===== src/rtl/nack_pkg.sv =====
// Shared definitions for the NACK retransmit scheduler: the two-state FSM
// encoding and the helper that sizes bit-index fields from the bitmap width.
package nack_pkg;

  // IDLE waits for a loss descriptor; EMIT walks its bitmap one bit per request.
  typedef enum logic {
    IDLE = 1'b0,
    EMIT = 1'b1
  } state_t;

  // Width of an index into a bitmap of bmp_w bits. Kept at least 1 so a
  // degenerate one-bit bitmap still yields a legal vector.
  function automatic int idx_width(input int bmp_w);
    return (bmp_w <= 1) ? 1 : $clog2(bmp_w);
  endfunction

endpackage


===== src/rtl/nack_lsb_find.sv =====
// Lowest-set-bit finder for the loss bitmap.
// idx is the position of the least-significant set bit of bmp (0 when bmp is
// zero). one_hot is high when bmp holds exactly one set bit, which the
// scheduler uses to mark the final request of a descriptor.
module nack_lsb_find
  import nack_pkg::*;
#(
  parameter int BMP_W = 64
) (
  input  logic [BMP_W-1:0]            bmp,
  output logic [idx_width(BMP_W)-1:0] idx,
  output logic                        one_hot
);

  localparam int IDX_W = idx_width(BMP_W);

  // Priority scan from the top down so the lowest set bit is written last and wins.
  always_comb begin
    // NOTE: every combinational output gets a default before any conditional
    // assignment; a path that leaves it unassigned would infer a latch.
    idx = '0;
    for (int i = BMP_W - 1; i >= 0; i--) begin
      if (bmp[i]) begin
        idx = IDX_W'(i);
      end
    end
  end

  // Clearing the lowest set bit leaves zero only when exactly one bit was set.
  always_comb begin
    one_hot = (bmp != '0) && ((bmp & (bmp - BMP_W'(1))) == '0);
  end

endmodule


===== src/rtl/nack_retx_scheduler.sv =====
// NACK retransmit scheduler.
// Accepts a descriptor (base sequence number plus loss bitmap) and emits one
// retransmit request per set bit, in ascending bit order, with
// od_seq = base + bit index (wrapping modulo 2^SEQ_W). od_last marks the
// request for the final remaining bit. Descriptors with an empty bitmap are
// accepted and dropped.
//
// Optional build macro NACK_RETX_STAT_EN adds three saturating 32-bit
// counters: accepted nonzero descriptors, retransmit handshakes and
// zero-bitmap drops.
module nack_retx_scheduler
  import nack_pkg::*;
#(
  parameter int SEQ_W = 32,
  parameter int BMP_W = 64
) (
  input  logic             clk,
  input  logic             rst_n,
  input  logic [SEQ_W-1:0] id_seq,
  input  logic [BMP_W-1:0] id_bmp,
  input  logic             id_vld,
  output logic             id_rdy,
  output logic [SEQ_W-1:0] od_seq,
  output logic             od_last,
  output logic             od_vld,
`ifdef NACK_RETX_STAT_EN
  input  logic             od_rdy,
  output logic [31:0]      stat_desc_cnt,
  output logic [31:0]      stat_req_cnt,
  output logic [31:0]      stat_drop_cnt
`else
  input  logic             od_rdy
`endif
);

  localparam int IDX_W = idx_width(BMP_W);

  state_t           state;
  state_t           state_nxt;
  logic [SEQ_W-1:0] work_seq;
  logic [SEQ_W-1:0] work_seq_nxt;
  logic [BMP_W-1:0] work_bmp;
  logic [BMP_W-1:0] work_bmp_nxt;
  logic [IDX_W-1:0] low_idx;
  logic             low_one_hot;

  nack_lsb_find #(
    .BMP_W (BMP_W)
  ) u_lsb_find (
    .bmp     (work_bmp),
    .idx     (low_idx),
    .one_hot (low_one_hot)
  );

  // Outputs come straight from registered state, so id_rdy has no
  // combinational path from id_vld or od_rdy, and od_* stay frozen while
  // the downstream stalls because nothing here changes without a handshake.
  always_comb begin
    id_rdy  = (state == IDLE);
    od_vld  = (state == EMIT);
    od_last = (state == EMIT) && low_one_hot;
    od_seq  = work_seq + SEQ_W'(low_idx);
  end

  // Next-state logic: latch a nonzero descriptor in IDLE, retire one bit per
  // downstream handshake in EMIT, and fall back to IDLE after the last bit.
  always_comb begin
    state_nxt    = state;
    work_seq_nxt = work_seq;
    work_bmp_nxt = work_bmp;
    unique case (state)
      IDLE: begin
        if (id_vld) begin
          if (id_bmp != '0) begin
            work_seq_nxt = id_seq;
            work_bmp_nxt = id_bmp;
            state_nxt    = EMIT;
          end
        end
      end
      EMIT: begin
        if (od_rdy) begin
          // x & (x-1) clears exactly the lowest set bit, the one just emitted.
          work_bmp_nxt = work_bmp & (work_bmp - BMP_W'(1));
          if (low_one_hot) begin
            state_nxt = IDLE;
          end
        end
      end
      default: begin
        state_nxt = IDLE;
      end
    endcase
  end

  // State and working registers. Reset empties the bitmap so any bits still
  // pending from an interrupted descriptor are discarded, never emitted.
  always_ff @(posedge clk or negedge rst_n) begin
    if (!rst_n) begin
      state    <= IDLE;
      work_seq <= '0;
      work_bmp <= '0;
    end else begin
      // NOTE: clocked state uses non-blocking assignments so every register
      // samples the pre-edge values, independent of statement order.
      state    <= state_nxt;
      work_seq <= work_seq_nxt;
      work_bmp <= work_bmp_nxt;
    end
  end

`ifdef NACK_RETX_STAT_EN
  logic desc_fire;
  logic drop_fire;
  logic req_fire;

  // Event strobes for the statistics counters, one per counted event.
  always_comb begin
    desc_fire = (state == IDLE) && id_vld && (id_bmp != '0);
    drop_fire = (state == IDLE) && id_vld && (id_bmp == '0);
    req_fire  = (state == EMIT) && od_rdy;
  end

  // Saturating event counters; they stick at all-ones rather than wrapping.
  always_ff @(posedge clk or negedge rst_n) begin
    if (!rst_n) begin
      stat_desc_cnt <= '0;
      stat_req_cnt  <= '0;
      stat_drop_cnt <= '0;
    end else begin
      if (desc_fire && (stat_desc_cnt != '1)) begin
        stat_desc_cnt <= stat_desc_cnt + 32'd1;
      end
      if (req_fire && (stat_req_cnt != '1)) begin
        stat_req_cnt <= stat_req_cnt + 32'd1;
      end
      if (drop_fire && (stat_drop_cnt != '1)) begin
        stat_drop_cnt <= stat_drop_cnt + 32'd1;
      end
    end
  end
`endif

endmodule


===== config.mk =====
export PLATFORM = sky130hd
export DESIGN_NAME = nack_retx_scheduler
export DESIGN_NICKNAME = d
export VERILOG_FILES = /design/src/rtl/nack_pkg.sv /design/src/rtl/nack_lsb_find.sv /design/src/rtl/nack_retx_scheduler.sv
export SDC_FILE = /design/constraint.sdc
export NUM_CORES = 1
export LEC_CHECK = 0
export CORE_MARGIN = 2
export CORE_UTILIZATION = 53
export CTS_CLUSTER_SIZE = 14
export DETAILED_ROUTE_END_ITERATION = 7
export HOLD_SLACK_MARGIN = 0.12
export PLACE_DENSITY = 0.84
export SKIP_LAST_GASP = 1
export SYNTH_ARGS = -nofsm -noshare
export SYNTH_HDL_FRONTEND = slang
export SYNTH_SLANG_ARGS = --single-unit

===== constraint.sdc =====
create_clock -name clk -period 5.8 [get_ports clk]
set_input_delay 1.16 -clock clk [delete_from_list [all_inputs] [get_ports clk]]
set_output_delay 1.16 -clock clk [all_outputs]
set_load 0.02 [all_outputs]

==> reports/metrics.cfg <==
[sta]
timing.final.hold_violations = 0
fin_crit_sh = 0.9755
rsz0062_at_grt = true
drv_slew = 0
tightestPinTransition_ns = 1.170
tns_ns = 0
fin_crit_ns = 5.658
max_freq_ghz = 0.1767
relSlewSlack = 0.2169
skew_ns = 0.01073
setup_viol = 0
holdWs_ns = 0.5307

[grt]
met1_usage = 0.4289
grt_pass1_wl_mm = 32.71
globalRoute.totalOverflow = 0
grt_start_max_net_pins = 97
grt_use_total = 0.3102
grt_util_met3 = 0.09445
grt_pass1_vias = 6260
grt_busiest_layer = met2
antenna_found_initial = 1
gr-usage-met2 = 0.4705

[routing]
drt_wl_total_mm = 21.39
dr.pass1.iters = 6
routedWlPerCell_um = 19.80
drt_iter0_drc = 793
antenna_left = 0
vias_per_cell = 6.464
dr_total_vias = 6981
drcViolationCount = 0

[setup_path]
cp-end-kind = output pin
max_stage_delay_ns = 0.61
path_cells = or4_1 > o21ai_0 > a21boi_0 > o21ai_1 > a31oi_1 > o21ai_0 > a21oi_1 > nor2_1 > ha_1 > nor2b_1 > o21ai_0 > a21boi_1 > o21a_1 > o211ai_1 > buf_4 > xnor2_1 > clkdlybuf4s15_1
worst-path-max-fanout = 7
crit_arrival_ns = 4.50
crit_required_ns = 4.64
crit_family = compound AO/OA/AOI/OAI gates
start_kind = flip-flop
path_class = reg -> out
critPathSlowestCell = or4_1
path_buf_inv = 2
path_common_cell = o21ai_0

[hold_path]
hold_path.class = reg -> reg

[synthesis]
synthCells = 777
synth-simple-area-share = 0.2305
ys_seq_area_frac = 0.3609
ys_types = 60
postSynthAreaPerCell_um2 = 8.655
yosysWarnings = 0
synth_area_um2 = 6725
async_reset_ff_frac = 1.000
synth_edf_count = 0
synth.area.mux_share = 0.05488
ys.flop_type = dfrtp_1
ys_ff_latch = 97
synth_top_family_by_area = compound AO/OA/AOI/OAI gates
synthXorXnorAreaFrac = 0.03777
synth_compound_area_frac = 0.2500
yosys.area_share.adder = 0.01860
synth_nets = 884

[floorplan]
rows = 41
start_util = 0.5373
die_x_um = 116.6
fp.dieH_um = 116.6
design.die.area_um2 = 13610
core_area_um2 = 12520
boundaryPins = 135

[layout]
area_growth_pct = 27.81
design_area_um2 = 8596
stdcell_count = 1080
finalNetCount = 1009
drive_gt1_frac = 0.1345

[placed_design]
placed_cell_area_um2 = 8245
dpl.hpwl_mm = 15.21
gp_congestion = 0.9997
dp.cells = 1057
io_buffers = 134

[clock_network]
cts-buffers-inserted = 9
htreeDepth = 3
clk_latency_ns = 0.36
clk_path_buf_depth = 2
root_buffer = clkbuf_16
path_clk_slew_ns = 0.07
cts_sinks = 97
cts_tree = done

[job]
cap_viol_max_count = 0

[outcome]
status = completed

## Yosys cell counts (all sizes together), types with 6 or more instances
master	n	area share
a21boi	6	0.0067
a21o	11	0.012
a21oi	37	0.028
a22o	51	0.066
a31oi	7	0.0065
and3	10	0.0093
buf	13	0.013
clkbuf	38	0.021
dfrtp	97	0.36
ha	6	0.011
inv	22	0.012
mux2	31	0.052
nand2	93	0.052
nand3	15	0.011
nand4	25	0.025
nor2	49	0.027
nor3	17	0.013
nor4	49	0.058
o211ai	6	0.0067
o21ai	62	0.046
o31a	9	0.012
o31ai	19	0.021
o41ai	10	0.014
or2	7	0.0065
or3	11	0.010
or4	6	0.0067
xnor2	21	0.027
xor2	8	0.010
## logic make-up (layout without fill, tap and decap cells)
family,count (synthesis),count (layout)
other cells,0,1
xor+xnor,29,29
simple gates,292,292
fa+ha+maj,10,10
compound gates,242,242
buf+inv,74,204
flops,97,97
mux,33,33
## worst register-to-register path, delay by kind of cell, from the launching register on
kind             cells  cell delay [ns]
AND/OR/NAND/NOR      6             2.36
AO/OA/AOI/OAI        2             0.67
flip-flops           1             0.46
## metal layers
| layer | wire [µm] | part of all wire | up-vias |
|---|---|---|---|
| li1 | - | - | 3206 |
| met1 | 9076 | 0.42 | 3341 |
| met2 | 9692 | 0.45 | 385 |
| met3 | 2086 | 0.098 | 49 |
| met4 | 531 | 0.025 | 0 |
| met5 | 0 | 0 | - |
## repair_timing
item | CTS | global route
setup buffers | 0 | 6
gates resized for setup | 19 | 47
pin swaps | 1 | 9
setup endpoints to repair | 18 | 25
hold buffers | 0 | 0
## cell type report
cell class                 count  area, µm²
antenna                        1      2.502
clock buffer                  12      256.5
clock inverter                 4      51.30
fill                        1054       3921
inverter                      23      86.33
multi-input combinational    606       4015
sequential                    97       2434
tap                          172      215.2
timing repair buffer         165       1535
## worst paths after layout
kind                                           from  cells past startpoint  slack (ns)                  endpoint
max reg2reg                work_bmp[23]$_DFFE_PN0P_                      8        2.21          od_vld$_DFF_PN0_
min in group asynchronous                     rst_n                      1        0.86  work_bmp[34]$_DFFE_PN0P_
max in group asynchronous                     rst_n                      2        3.89  work_bmp[62]$_DFFE_PN0P_
max                        work_bmp[58]$_DFFE_PN0P_                     17        0.14                od_seq[14]
min reg2reg                 work_seq[5]$_DFFE_PN0P_                      1        0.53   work_seq[5]$_DFFE_PN0P_
min                         work_seq[5]$_DFFE_PN0P_                      1        0.53   work_seq[5]$_DFFE_PN0P_
## state kept, by name (all words and copies together), names as in the netlist
name	count
od_vld	1
work_seq	32
work_bmp	64
## through the flow
step	worst slack, ns	util
3_3_place_gp	0.1956	0.6587
3_5_place_dp	0.03010	0.6587
4_1_cts	-0.1287	0.6823
6_report	0.1421	0.6867
2_1_floorplan	0.9804	-
5_1_grt	-0.1018	0.6865
## cell usage in the layout, fill, tap and decap left out, types with 7 or more instances in the layout
cell type,instances
inv_1,22
and3_1,10
a21o_1,11
nor4_1,38
o31ai_1,19
o21ai_0,61
nand4_1,24
or3_1,11
dfrtp_1,92
o41ai_1,9
nor2_1,47
o31a_1,9
a21oi_1,36
nand3_1,15
xor2_1,8
a22o_1,51
clkbuf_16,9
clkdlybuf4s50_1,107
nor4_2,8
a31oi_1,7
mux2_2,31
clkbuf_2,10
buf_4,33
dlymetal6s2s_1,9
xnor2_1,21
nor3_1,16
nand2_1,92
Power is left out: the tool's default activity adds up to more than one toggle a clock period on the data nets, which glitch-free logic cannot reach.
